[src/rtl/max_search_23x23_pkg.sv]
// Shared types and defaults for the output-map maximum search block.
package max_search_23x23_pkg;

    localparam int ADDR_W   = 13;
    localparam int DATA_W   = 32;
    localparam int COLS_DEF = 81;
    localparam int ROWS_DEF = 81;

    typedef enum logic [2:0] {
        ST_IDLE,
        ST_SCAN,
        ST_DRAIN,
        ST_REPORT,
        ST_WAIT,
        ST_MASK,
        ST_DONE
    } state_t;

endpackage

[src/rtl/max_search_23x23_om_mask_walker.sv]
// Emits one clipped, row-major zero-write address per cycle over a MASK_W x MASK_H box.
// Latency: first write the cycle after start; no backpressure, done marks the last write.
module max_search_23x23_om_mask_walker
    import max_search_23x23_pkg::*;
#(
    parameter int COLS   = COLS_DEF,
    parameter int ROWS   = ROWS_DEF,
    parameter int MASK_W = 23,
    parameter int MASK_H = 23
) (
    input  logic              clk,
    input  logic              rst_n,
    input  logic              start,
    input  logic [ADDR_W-1:0] anchor_row,
    input  logic [ADDR_W-1:0] anchor_col,
    input  logic [ADDR_W-1:0] anchor_addr,
    output logic              wr,
    output logic [ADDR_W-1:0] addr,
    output logic              done
);

    localparam logic [ADDR_W-1:0] COLS_A  = ADDR_W'(COLS);
    localparam logic [ADDR_W-1:0] COL_MAX = ADDR_W'(COLS - 1);
    localparam logic [ADDR_W-1:0] ROW_MAX = ADDR_W'(ROWS - 1);
    localparam logic [ADDR_W-1:0] MW_M1   = ADDR_W'(MASK_W - 1);
    localparam logic [ADDR_W-1:0] MH_M1   = ADDR_W'(MASK_H - 1);
    localparam logic [ADDR_W-1:0] ONE     = ADDR_W'(1);

    logic              busy;
    logic [ADDR_W-1:0] cur_row;
    logic [ADDR_W-1:0] cur_col;
    logic [ADDR_W-1:0] col_first;
    logic [ADDR_W-1:0] row_last;
    logic [ADDR_W-1:0] col_last;
    logic [ADDR_W-1:0] line_addr;
    logic [ADDR_W-1:0] row_end;
    logic [ADDR_W-1:0] col_end;

    // Clip the box to the map edge so off-map cells cost neither a write nor a cycle.
    always_comb begin
        row_end = anchor_row + MH_M1;
        col_end = anchor_col + MW_M1;
        if (row_end > ROW_MAX) row_end = ROW_MAX;
        if (col_end > COL_MAX) col_end = COL_MAX;
    end

    always_ff @(posedge clk or negedge rst_n) begin
        if (!rst_n) begin
            busy      <= 1'b0;
            cur_row   <= '0;
            cur_col   <= '0;
            col_first <= '0;
            row_last  <= '0;
            col_last  <= '0;
            line_addr <= '0;
            addr      <= '0;
        end else if (start) begin
            busy      <= 1'b1;
            cur_row   <= anchor_row;
            cur_col   <= anchor_col;
            col_first <= anchor_col;
            row_last  <= row_end;
            col_last  <= col_end;
            line_addr <= anchor_addr;
            addr      <= anchor_addr;
        end else if (busy) begin
            if (cur_col == col_last) begin
                if (cur_row == row_last) begin
                    busy <= 1'b0;
                end else begin
                    // Next line starts one full map row below the previous line start.
                    cur_row   <= cur_row + ONE;
                    cur_col   <= col_first;
                    line_addr <= line_addr + COLS_A;
                    addr      <= line_addr + COLS_A;
                end
            end else begin
                cur_col <= cur_col + ONE;
                addr    <= addr + ONE;
            end
        end
    end

    assign wr   = busy;
    assign done = busy && (cur_col == col_last) && (cur_row == row_last);

endmodule

[src/rtl/max_search_23x23.sv]
// Raster-scans the output map for its maximum, reports it, masks accepted faces and rescans.
// Latency: report COLS*ROWS+RD_LAT cycles after scan entry; no backpressure, waits for iEnd/iFace_ready.
module max_search_23x23
    import max_search_23x23_pkg::*;
#(
    parameter int COLS      = COLS_DEF,
    parameter int ROWS      = ROWS_DEF,
    parameter int MASK_W    = 23,
    parameter int MASK_H    = 23,
    parameter int MAX_FACES = 16,
    parameter int RD_LAT    = 1
) (
    input  logic        iClk,
    input  logic        iReset_n,
    input  logic        iStart,
    input  logic [31:0] iData_from_OM,
    input  logic        iFace_ready,
    input  logic        iEnd,
    output logic [12:0] oAddr_OM,
    output logic        oWr_OM,
    output logic [31:0] oData_to_OM,
    output logic [12:0] oPosition,
    output logic [31:0] oMax_val,
    output logic        oOutput_ready,
    output logic        oFinish
);

    localparam int FC_W = $clog2(MAX_FACES + 1);
    localparam int DW   = (RD_LAT > 1) ? $clog2(RD_LAT) : 1;

    localparam logic [ADDR_W-1:0] LAST_A    = ADDR_W'(COLS * ROWS - 1);
    localparam logic [ADDR_W-1:0] COL_MAX   = ADDR_W'(COLS - 1);
    localparam logic [ADDR_W-1:0] ONE       = ADDR_W'(1);
    localparam logic [FC_W-1:0]   FC_LAST   = FC_W'(MAX_FACES - 1);
    localparam logic [DW-1:0]     DRAIN_END = DW'(RD_LAT - 1);

    state_t state;
    state_t next_state;

    logic [ADDR_W-1:0] scan_addr;
    logic [ADDR_W-1:0] scan_row;
    logic [ADDR_W-1:0] scan_col;

    logic              pipe_vld  [RD_LAT];
    logic [ADDR_W-1:0] pipe_addr [RD_LAT];
    logic [ADDR_W-1:0] pipe_row  [RD_LAT];
    logic [ADDR_W-1:0] pipe_col  [RD_LAT];

    logic [DATA_W-1:0] max_val;
    logic [ADDR_W-1:0] max_addr;
    logic [ADDR_W-1:0] max_row;
    logic [ADDR_W-1:0] max_col;
    logic [DW-1:0]     drain_cnt;
    logic [FC_W-1:0]   face_cnt;

    logic              hit;
    logic              mask_start;
    logic              mask_wr;
    logic              mask_done;
    logic [ADDR_W-1:0] mask_addr;

    // Strictly greater keeps the lowest address on ties because the scan ascends.
    assign hit = pipe_vld[RD_LAT-1] && (iData_from_OM > max_val);

    always_comb begin
        next_state = state;
        mask_start = 1'b0;
        unique case (state)
            ST_IDLE:   if (iStart) next_state = ST_SCAN;
            ST_SCAN:   if (scan_addr == LAST_A) next_state = ST_DRAIN;
            ST_DRAIN:  if (drain_cnt == DRAIN_END) next_state = ST_REPORT;
            ST_REPORT: next_state = ST_WAIT;
            ST_WAIT: begin
                if (iEnd) begin
                    next_state = ST_DONE;
                end else if (iFace_ready) begin
                    if (face_cnt == FC_LAST) begin
                        next_state = ST_DONE;
                    end else begin
                        next_state = ST_MASK;
                        mask_start = 1'b1;
                    end
                end
            end
            ST_MASK:   if (mask_done) next_state = ST_SCAN;
            ST_DONE:   next_state = ST_IDLE;
            default:   next_state = ST_IDLE;
        endcase
    end

    always_ff @(posedge iClk or negedge iReset_n) begin
        if (!iReset_n) begin
            state     <= ST_IDLE;
            scan_addr <= '0;
            scan_row  <= '0;
            scan_col  <= '0;
            for (int i = 0; i < RD_LAT; i++) begin
                pipe_vld[i]  <= 1'b0;
                pipe_addr[i] <= '0;
                pipe_row[i]  <= '0;
                pipe_col[i]  <= '0;
            end
            max_val   <= '0;
            max_addr  <= '0;
            max_row   <= '0;
            max_col   <= '0;
            drain_cnt <= '0;
            face_cnt  <= '0;
            oPosition <= '0;
            oMax_val  <= '0;
        end else begin
            state <= next_state;

            // Tag each read with its coordinates so returning data can be attributed.
            pipe_vld[0]  <= (state == ST_SCAN);
            pipe_addr[0] <= scan_addr;
            pipe_row[0]  <= scan_row;
            pipe_col[0]  <= scan_col;
            for (int i = 1; i < RD_LAT; i++) begin
                pipe_vld[i]  <= pipe_vld[i-1];
                pipe_addr[i] <= pipe_addr[i-1];
                pipe_row[i]  <= pipe_row[i-1];
                pipe_col[i]  <= pipe_col[i-1];
            end

            if (state != ST_SCAN && next_state == ST_SCAN) begin
                scan_addr <= '0;
                scan_row  <= '0;
                scan_col  <= '0;
                max_val   <= '0;
                max_addr  <= '0;
                max_row   <= '0;
                max_col   <= '0;
            end else begin
                if (state == ST_SCAN && scan_addr != LAST_A) begin
                    scan_addr <= scan_addr + ONE;
                    if (scan_col == COL_MAX) begin
                        scan_col <= '0;
                        scan_row <= scan_row + ONE;
                    end else begin
                        scan_col <= scan_col + ONE;
                    end
                end
                if (hit) begin
                    max_val  <= iData_from_OM;
                    max_addr <= pipe_addr[RD_LAT-1];
                    max_row  <= pipe_row[RD_LAT-1];
                    max_col  <= pipe_col[RD_LAT-1];
                end
            end

            drain_cnt <= (state == ST_DRAIN) ? drain_cnt + DW'(1) : '0;

            // The final compare lands in the last drain cycle, so fold it in here.
            if (next_state == ST_REPORT) begin
                oPosition <= hit ? pipe_addr[RD_LAT-1] : max_addr;
                oMax_val  <= hit ? iData_from_OM : max_val;
            end

            if (state == ST_DONE) begin
                face_cnt <= '0;
            end else if (state == ST_WAIT && !iEnd && iFace_ready) begin
                face_cnt <= face_cnt + FC_W'(1);
            end
        end
    end

    max_search_23x23_om_mask_walker #(
        .COLS   (COLS),
        .ROWS   (ROWS),
        .MASK_W (MASK_W),
        .MASK_H (MASK_H)
    ) u_mask_walker (
        .clk         (iClk),
        .rst_n       (iReset_n),
        .start       (mask_start),
        .anchor_row  (max_row),
        .anchor_col  (max_col),
        .anchor_addr (max_addr),
        .wr          (mask_wr),
        .addr        (mask_addr),
        .done        (mask_done)
    );

    assign oWr_OM        = mask_wr && (state == ST_MASK);
    assign oAddr_OM      = (state == ST_MASK) ? mask_addr : scan_addr;
    assign oData_to_OM   = '0;
    assign oOutput_ready = (state == ST_REPORT);
    assign oFinish       = (state == ST_DONE);

endmodule

[config.mk]
export PLATFORM = sky130hd
export DESIGN_NAME = max_search_23x23
export DESIGN_NICKNAME = d
export VERILOG_FILES = /design/src/rtl/max_search_23x23_pkg.sv /design/src/rtl/max_search_23x23_om_mask_walker.sv /design/src/rtl/max_search_23x23.sv
export SDC_FILE = /design/constraint.sdc
export NUM_CORES = 1
export LEC_CHECK = 0
export CAP_MARGIN = 20
export CORE_MARGIN = 4
export CORE_UTILIZATION = 53
export DETAILED_ROUTE_END_ITERATION = 8
export GPL_TIMING_DRIVEN = 0
export PLACE_DENSITY = 0.75
export SETUP_SLACK_MARGIN = 0.15
export SLEW_MARGIN = 20
export SYNTH_ARGS = -nofsm -noshare
export SYNTH_HDL_FRONTEND = slang
export SYNTH_SLANG_ARGS = --single-unit
[constraint.sdc]
create_clock -name iClk -period 3.7 [get_ports iClk]
set_input_delay 0.37 -clock iClk [delete_from_list [all_inputs] [get_ports iClk]]
set_output_delay 0.37 -clock iClk [all_outputs]
set_load 0.05 [all_outputs]
======== Word level (Yosys, flattened, before mapping) ========
Index checks and enable logic that the tools add are counted.
storage, ports and cells
  register bits after elaboration ......... 296
  input port bits ......................... 37
  output and inout port bits .............. 93
  logic and storage cells ................. 127
cells by class
  add/sub/neg operators ................... 11
  $lt $le $gt $ge ......................... 3
  equal/unequal tests ..................... 17
  mux-type cells .......................... 53
  reduce and logical (&&, ||, !) cells .... 19
operator list
  cell                   count
  $mux 13                32
  $add 13x1->13 const B  6
  $mux 32                2
  $gt 32x32->1           1
  $add 13x5->13 const B  2
  $eq 13x13->1           2
  $gt 13x7->1 const B    2
  $mux 3                 6
  $pmux 3 s6             1
  $add 13x7->13 const B  1
  $eq 13x13->1 const B   1
  $eq 13x7->1 const B    1
  $ne 13x13->1 const B   1
  $reduce_bool 2->1      6
  $mux 5                 2
  $eq 3x2->1 const B     3
  $eq 3x3->1 const B     3
  $mux 1                 9
  $logic_and 1x1->1      8
  $eq 3x1->1 const B     2
  $add 5x1->5 const B    1
  $eq 5x4->1 const B     1
  $reduce_and 2->1       2
  $logic_not 3->1        1
  other kinds (7)        7

======== Logic depth before layout (Yosys ltp) ========
Gate-level depths: netlist of run 1.
  word-level depth ........................ 9
  depth in mapped cells ................... 11
  depth with buffers taken out ............ 9

======== Hierarchy ========
Synthesis of run 1 repeated with hierarchy kept, for this count alone.
unflattened totals
  cell total of the unflattened synthesis .. 1,566
  area total of the unflattened synthesis .. 15,174.6 um^2
by module, submodules not included
  module                           instances  cells an instance  area an instance (um^2)  sequential area each (um^2)
  max_search_23x23                 1          955                9,505.4                  5,104.9
  max_search_23x23_om_mask_walker  1          611                5,669.2                  2,302.2

======== Worst setup path before layout of run 1 ========
OpenSTA, ideal clock, no wires.
  path type ............................... in2reg
  start point ............................. input port iData_from_OM[1]
  end point ............................... register oPosition[12]
  library setup time ...................... 137 ps
  arrival time ............................ 2,565 ps
  required time ........................... 3,563 ps
  setup slack ............................. 998 ps
  stages .................................. 10
  buffers on the path ..................... 2
  path through ............................ ha_1 > nor2b_1 > o211ai_1 > a2111oi_0 > or4b_2 > a41oi_1 > buf_2 > buf_2 > mux2i_1 > a21oi_1
on the way
  cells in the longest elaborated chain, start to end .. 3
RTL lines
  item                  RTL line                 text
  start, declared       max_search_23x23.sv:16   input logic [31:0] iData_from_OM,
  $gt 32x32->1          max_search_23x23.sv:63   assign hit = pipe_vld[RD_LAT-1] && (iData_from_OM > max_val);
  $logic_and 1x1->1     max_search_23x23.sv:63
  $mux 13               -
  end signal, assigned  max_search_23x23.sv:156  oPosition <= hit ? pipe_addr[RD_LAT-1] : max_addr;
  end, declared         max_search_23x23.sv:22   output logic [12:0] oPosition,
No other way between the ends.
A chain may end at the register's enable or synchronous reset.

======== Worst setup path in the final report of run 1 ========
  start point ............................. register state[2]
  end point ............................... output port oAddr_OM[11]
on the way
  cells in the longest elaborated chain, start to end .. 2
RTL lines
  item                    RTL line                 text
  start, declared         max_search_23x23.sv:37   state_t state;
  start signal, assigned  max_search_23x23.sv:112  state <= next_state;
  $eq 3x3->1              max_search_23x23.sv:186  assign oAddr_OM = (state == ST_MASK) ? mask_addr : scan_addr;
  $mux 13                 max_search_23x23.sv:186
  end, declared           max_search_23x23.sv:19   output logic [12:0] oAddr_OM,
No other way between the ends.

==> out/metrics.yaml, run 1 <==
clock_network:
  clk_path_buf_depth: 3
  clock_latency_ns: 0.51
  clk_pin_slew_ns: 0.06
  cts_tree: "done"
  cts_buffers: 34
  cts_sinks: 296
  h-tree-depth: 2
  postCtsSetupRepairBufs: 0
  cts_root_buf: "clkbuf_16"
grt:
  grt_first_pass_wirelength_mm: 59.5
  antenna_found_initial: 0
  grt_usage_pct: 23.8
  grt_max_degree: 101
  overflow: 0
  grt_pass1_vias: 11600
placed_design:
  io_buffers: 97
  place_congestion: 0.880
  place_hpwl_mm: 25.6
  dp_slack_ns: -0.0729
power_and_ir_drop:
  powerDensity_nw_per_um2: 808
  max-vdd-ir-drop_mv: 0.501
  p_leak_nw: 8.12
  total_power_w: 0.0139
job:
  maxCapViolCount: 0
finish:
  drive_gt1_share_pct: 8.21
  diodes: 0
  reg_top3: "max_val (32), oMax_val (32)"
  nets: 1722
  final_util_pct: 63.8
  area_growth_pct: 18.3
logic_synthesis:
  syn_area_per_cell_um2: 9.90
  synth_seq_area_share_pct: 50.8
  yosysMostFrequentCell: "dfrtp_1"
  synth_edf_count: 0
  syn-cell-area_um2: 14600
  synth_top_area_cell: "dfrtp_1"
  synthCells: 1472
  ys_top_cells_by_area: "dfrtp_1 (51%), nor2_1 (5.5%), mux2i_1 (5.2%)"
  ys_ff_latch: 296
  synth_common_cells: "dfrtp_1 (296), nor2_1 (212), nand2_1 (115), a21oi_1 (113), mux2i_1 (76)"
  synth.distinct_cells: 65
  synth_top_area_share_pct: 50.8
  async_flop_share_pct: 100
  yosysWarnings: 0
  ys.flop_type: "dfrtp_1"
timing:
  drv_slew: 0
  setup-violations-final: 0
  relSlewSlack_pct: 46.7
  report.final.hold_viol_count: 0
  clock_skew_ns: 0.0252
  fin_crit_ns: 3.33
  timing.final.crit_share_pct: 90.0
  rsz0062_at_grt: "no"
  worst_slack_ns: 0.369
  max_freq_ghz: 0.300
  tightest_slew_ns: 0.795
detailed_routing:
  drc_errors: 0
  route.met3.wl_mm: 2.13
  wl_met2_mm: 16.7
  drt_wl_total_mm: 35.8
  wl_per_cell_um: 17.9
  vias: 11400
  dr.pass1.iters: 5
  dr.max_layer_used: "met4"
  ant_nets: 0
  drt_iter0_markers: 1056
  wl_met1_mm: 16.1
  avgViaCountPerCell: 5.70
floorplan:
  coreArea_um2: 27000
  start_util_pct: 53.9
  die_h_um: 174
  die-area_um2: 30200
  ios: 130
  die_w_um: 174
  rows: 60
critical_path:
  critPathLaunchType: "register"
  worstSetupPathType: "reg -> out"
  startpoint: "state[2]"
  cp-end-kind: "primary output"
  r2r_start: "max_val[1]"
  crit_fanout: 10
  required_ns: 3.33
  crit_arrival_ns: 2.96
run_status:
  status: "finished, final reports clean"
worst_hold_path:
  holdCritPathClass: "in -> async"
cell type report:
class	count	area [um^2]
buffer	103	551
multi-input combinational	1050	6530
fill	2144	9790
clock inverter	8	71.3
inverter	54	203
timing repair buffer	101	1070
sequential	296	7410
clock buffer	45	973
tap	341	427
layer usage:
| metal | vias up | global-route usage, % |
|---|---|---|
| li1 | 5374 | - |
| met1 | 5593 | 33.5 |
| met2 | 358 | 38.2 |
| met3 | 58 | 4.34 |
| met4 | 0 | 6.99 |
| met5 | - | 0 |
placed cells by master, fill, tap and decap left out, types with 5 or more instances in the layout:
cell,synthesis,routed
clkdlybuf4s50_1,0,95
inv_1,54,54
nor2_1,212,212
clkbuf_1,47,50
clkinv_2,0,5
o31ai_1,10,10
and2_1,14,14
dfrtp_1,296,296
clkbuf_16,0,35
a31oi_1,16,16
conb_1,1,32
nand2_1,115,115
and3_1,20,20
clkbuf_8,0,6
nor3_1,14,13
a21oi_1,113,113
a211oi_1,15,15
mux2i_1,76,75
xnor2_1,67,67
a21o_1,5,5
a22o_1,12,12
nand4_1,24,24
nand3_1,44,44
or3_1,9,9
ha_1,45,45
nor4_1,13,13
buf_2,15,15
xor2_1,36,36
nand2b_1,9,9
mux2_2,17,17
o21ai_0,68,68
buf_4,38,38
o211ai_1,7,7
logic make-up (layout without fill, tap and decap cells):
group / after synthesis / count (layout) / synth area share (%)
AOI/OAI and AO/OA: 280 / 280 / 11.7
muxes: 93 / 93 / 6.54
DFF: 296 / 296 / 50.8
adders and majority gates: 45 / 45 / 3.86
and+or+nand+nor: 497 / 497 / 15.7
xor gates and xnor gates: 103 / 103 / 6.19
other: 1 / 32 / 0.0257
buffers and inverters: 157 / 311 / 5.16
final timing paths:
kind / cells after the start / endpoint / slack (ns)
min in group iClk: 0 / pipe_row[12] / 0.40
hold / removal: 2 / oPosition[8] / 0.24
setup / recovery: 6 / oAddr_OM[11] / 0.37
hold reg to reg: 0 / pipe_row[12] / 0.40
max in group asynchronous: 4 / scan_row[11] / 2.30
setup reg to reg: 11 / oPosition[12] / 0.39
through the flow:
step	hold slack [ns]	instances	TNS [ns]	instance area, um^2
floorplan	0.0744	1503	0	14700
global placement	0.389	1941	-3054.51	16100
detailed placement	0.168	1944	-0.0879	16200
CTS	0.229	1998	0	17200
global route	0.251	1998	0	17200
finish	0.239	1998	0	17200
repair_timing:
action / in CTS / in global routing
endpoints found under the setup margin: 0 / 10
gates resized for setup: 0 / 4
hold buffers: 1 / 0
hold endpoints to repair: 196 / 0
worst max-delay path: stages, from the launching register on:
cell             delay, ns
dfrtp_1               0.45
nor2b_1               0.16
clkbuf_2              0.15
nand2_1               0.27
clkbuf_2              0.32
mux2_2                0.39
clkdlybuf4s50_1       0.70
power by group:
part	total, W	switching (W)	leakage [nW]	internal [W]
logic	0.00570	0.00355	3.79	0.00215
clock network	0.00317	0.00127	0.518	0.00190
registers	0.00506	0.000871	3.81	0.00419
total	0.0139	0.00569	8.12	0.00824
Power figures use the tool's default switching activity.
==> run 2, diff against run 1 <==
--- a/config.mk
+++ b/config.mk
@@ -6,7 +6,7 @@
 export NUM_CORES = 1
 export LEC_CHECK = 0
 export CAP_MARGIN = 20
-export CORE_MARGIN = 4
+export CORE_MARGIN = 5
 export CORE_UTILIZATION = 53
 export DETAILED_ROUTE_END_ITERATION = 8
 export GPL_TIMING_DRIVEN = 0
==> run 2 against run 1 <==
- die area increased by 2.3%
- power shrank 0.96%
- critical path depth is the same
- register-to-register slack got worse by 0.02 ns
- clock-buffer cell count down 6
- maximum frequency is 1.9% lower
- combinational power hardly changed
- final area down 0.24%
- via count fell by 0.15%
- worst setup slack got worse by 0.065 ns
- sequential share of layout area increased by 0.10 points
- clock skew down 0.013 ns
- critical endpoint unchanged
==> out/metrics.yaml, run 2 (synthesis gave the netlist of run 1 again) <==
floorplan:
  start_util_pct: 53.9  # unchanged
  ios: 130  # unchanged
  rows: 60  # unchanged
  die_w_um: 176  # +1.2%
  die-area_um2: 30900  # +2.3%
  die_h_um: 176  # +1.2%
  coreArea_um2: 27000  # unchanged
power_and_ir_drop:
  p_sw_share_pct: 41.3  # +0.46 points
  powerDensity_nw_per_um2: 802  # -0.72%
  net-switching-power_w: 0.00569  # +0.16%
  clkPwrFrac_pct: 21.9  # -0.9 points
  p_leak_nw: 8.10  # -0.15%
  p_int_w: 0.00810  # -1.7%
  seq_power_share_pct: 36.7  # +0.4 points
  comb_power_share_pct: 41.4  # +0.5 points
  max-vdd-ir-drop_mv: 0.631  # +26%
grt:
  grt_max_degree: 100  # -0.99%
  antenna_found_initial: 1  # +1
  grt_pass1_vias: 11400  # -2.0%
  grt_usage_pct: 23.3  # -0.57 points
  overflow: 0  # unchanged
  grt_first_pass_wirelength_mm: 59.0  # -0.74%
timing:
  worst_slack_ns: 0.304  # -0.0650 ns
  tns_ns: 0  # unchanged
  fin_crit_ns: 3.40  # +0.0650 ns
  max_freq_ghz: 0.294  # -1.9%
  timing.final.crit_share_pct: 91.8  # +1.8 points
  report.final.hold_viol_count: 0  # unchanged
  drv_slew: 0  # unchanged
  rsz0062_at_grt: "no"
  setup-violations-final: 0  # unchanged
  relSlewSlack_pct: 41.7  # -5.0 points
  hold_ws_ns: 0.225  # -0.0132 ns
  clock_skew_ns: 0.0118  # -0.0134 ns
  tightest_slew_ns: 0.870  # +0.0747 ns
worst_hold_path:
  holdCritPathClass: "in -> async"
finish:
  reg_top3: "max_val (32), oMax_val (32)"
  final_common_cell: "dfrtp_1"
  area_growth_pct: 18.0
  final_util_pct: 63.6  # -0.15 points
  nets: 1719  # -0.17%
  drive_gt1_share_pct: 8.26  # +0.050 points
  final_cell_mix: "dfrtp_1 (296), nor2_1 (212), nand2_1 (115)"
  final_area_um2: 17200  # -0.24%
detailed_routing:
  drt_iter0_markers: 925  # -12%
  wl_per_cell_um: 17.9  # -0.30%
  avgViaCountPerCell: 5.68  # -0.30%
  drt_wl_total_mm: 35.8  # -0.15%
  ant_nets: 0  # unchanged
  drc_errors: 0  # unchanged
  vias: 11400  # -0.15%
  dr.pass1.iters: 5  # unchanged
critical_path:
  crit_fanout: 10  # unchanged
  critPathLaunchType: "register"
  required_ns: 3.33  # about the same
  cp.buffers_inverters: 3  # unchanged
  cp-end-kind: "primary output"
  slowest_stage: "clkdlybuf4s50_1"
  crit_arrival_ns: 3.03  # +0.07 ns
  path_cells: "nor2b_1 -> clkbuf_2 -> nand2_1 -> clkbuf_2 -> mux2_2 -> clkdlybuf4s50_1"
  worstSetupPathType: "reg -> out"
  crit_path_frequent_cell: "clkbuf_2"
  slowest_delay_ns: 0.71  # about the same
  cp_top_family: "buffers and inverters"
clock_network:
  cts_buffers: 31  # -8.8%
  h-tree-depth: 1  # -1
  clock_latency_ns: 0.55  # +0.04 ns
  cts_root_buf: "clkbuf_16"
  cts_sinks: 296  # unchanged
  clk_path_buf_depth: 3  # unchanged
  cts_tree: "done"
  clk_pin_slew_ns: 0.07  # about the same
placed_design:
  place_hpwl_mm: 26.0  # +1.6%
  dpl_cell_area_um2: 16200  # unchanged
  io_buffers: 97  # unchanged
  dp_slack_ns: -0.100  # -0.0272 ns
  place_congestion: 0.912  # +3.7%
run_status:
  status: "finished, final reports clean"
job:
  maxCapViolCount: 0  # unchanged
==> run 2: final cells by class <==
cell class                      count  area (um^2)
Buffer                            103          553
Inverter                           54          203
Multi-Input combinational cell   1050         6530
Sequential cell                   296         7410
Timing Repair Buffer              101         1070
Tap cell                          341          427
Clock buffer                       39          846
Fill cell                        2186         9830
Antenna cell                        1         2.50
Clock inverter                     16          155
==> run 2: final timing paths <==
kind	start	end	slack, ns	cells after the start
min in group iClk	scan_row[12]	pipe_row[12]	0.43	0
setup reg to reg	max_val[1]	oPosition[12]	0.37	11
setup / recovery	state[2]	oAddr_OM[11]	0.30	6
max in group asynchronous	iReset_n	u_mask_walker.col_last[7]	1.95	5
hold / removal	iReset_n	oMax_val[20]	0.23	2
hold reg to reg	scan_row[12]	pipe_row[12]	0.43	0
==> run 2: through the flow <==
step | power (W) | cells
finish | 0.0138 | 2001
global route | 0.0146 | 2001
CTS | 0.0138 | 2000
detailed placement | 0.0108 | 1944
global placement | 0.0106 | 1941
floorplan | 0.00899 | 1503
==> run 2: layer usage <==
layer | up-vias | part of all wire [%] | track usage, %
met5 | - | 0 | 0
met4 | 0 | 2.9 | 7.80
met3 | 75 | 6.0 | 3.70
met2 | 372 | 47 | 37.7
met1 | 5539 | 44 | 32.3
li1 | 5380 | - | -
==> run 2: power by group through the flow <==
| stage | clock [W] | sequential [W] | combinational (W) |
|---|---|---|---|
| finish | 0.00303 | 0.00506 | 0.00571 |
| detailed placement | 0 | 0.00509 | 0.00568 |
| global placement | 0 | 0.00505 | 0.00551 |
| CTS | 0.00308 | 0.00504 | 0.00572 |
| global route | 0.00320 | 0.00519 | 0.00622 |
| floorplan | 0 | 0.00565 | 0.00334 |
==> run 2: what timing repair did <==
action / in CTS / in global routing
gates resized for setup: 1 / 3
hold buffers: 1 / 0
buffers inserted: 0 / 0
endpoints found under the setup margin: 7 / 3
hold endpoints to repair: 100 / 0
==> run 2: worst reg2reg max path: stages, from the launching register on <==
cell and delay, ns:
dfrtp_1 0.35, inv_1 0.05, ha_1 0.28, nor2b_1 0.13
o211ai_1 0.19, a2111oi_0 0.16, or4b_2 0.65, a41oi_1 0.25
buf_2 0.29, clkbuf_4 0.33, mux2i_1 0.40, a21oi_1 0.12
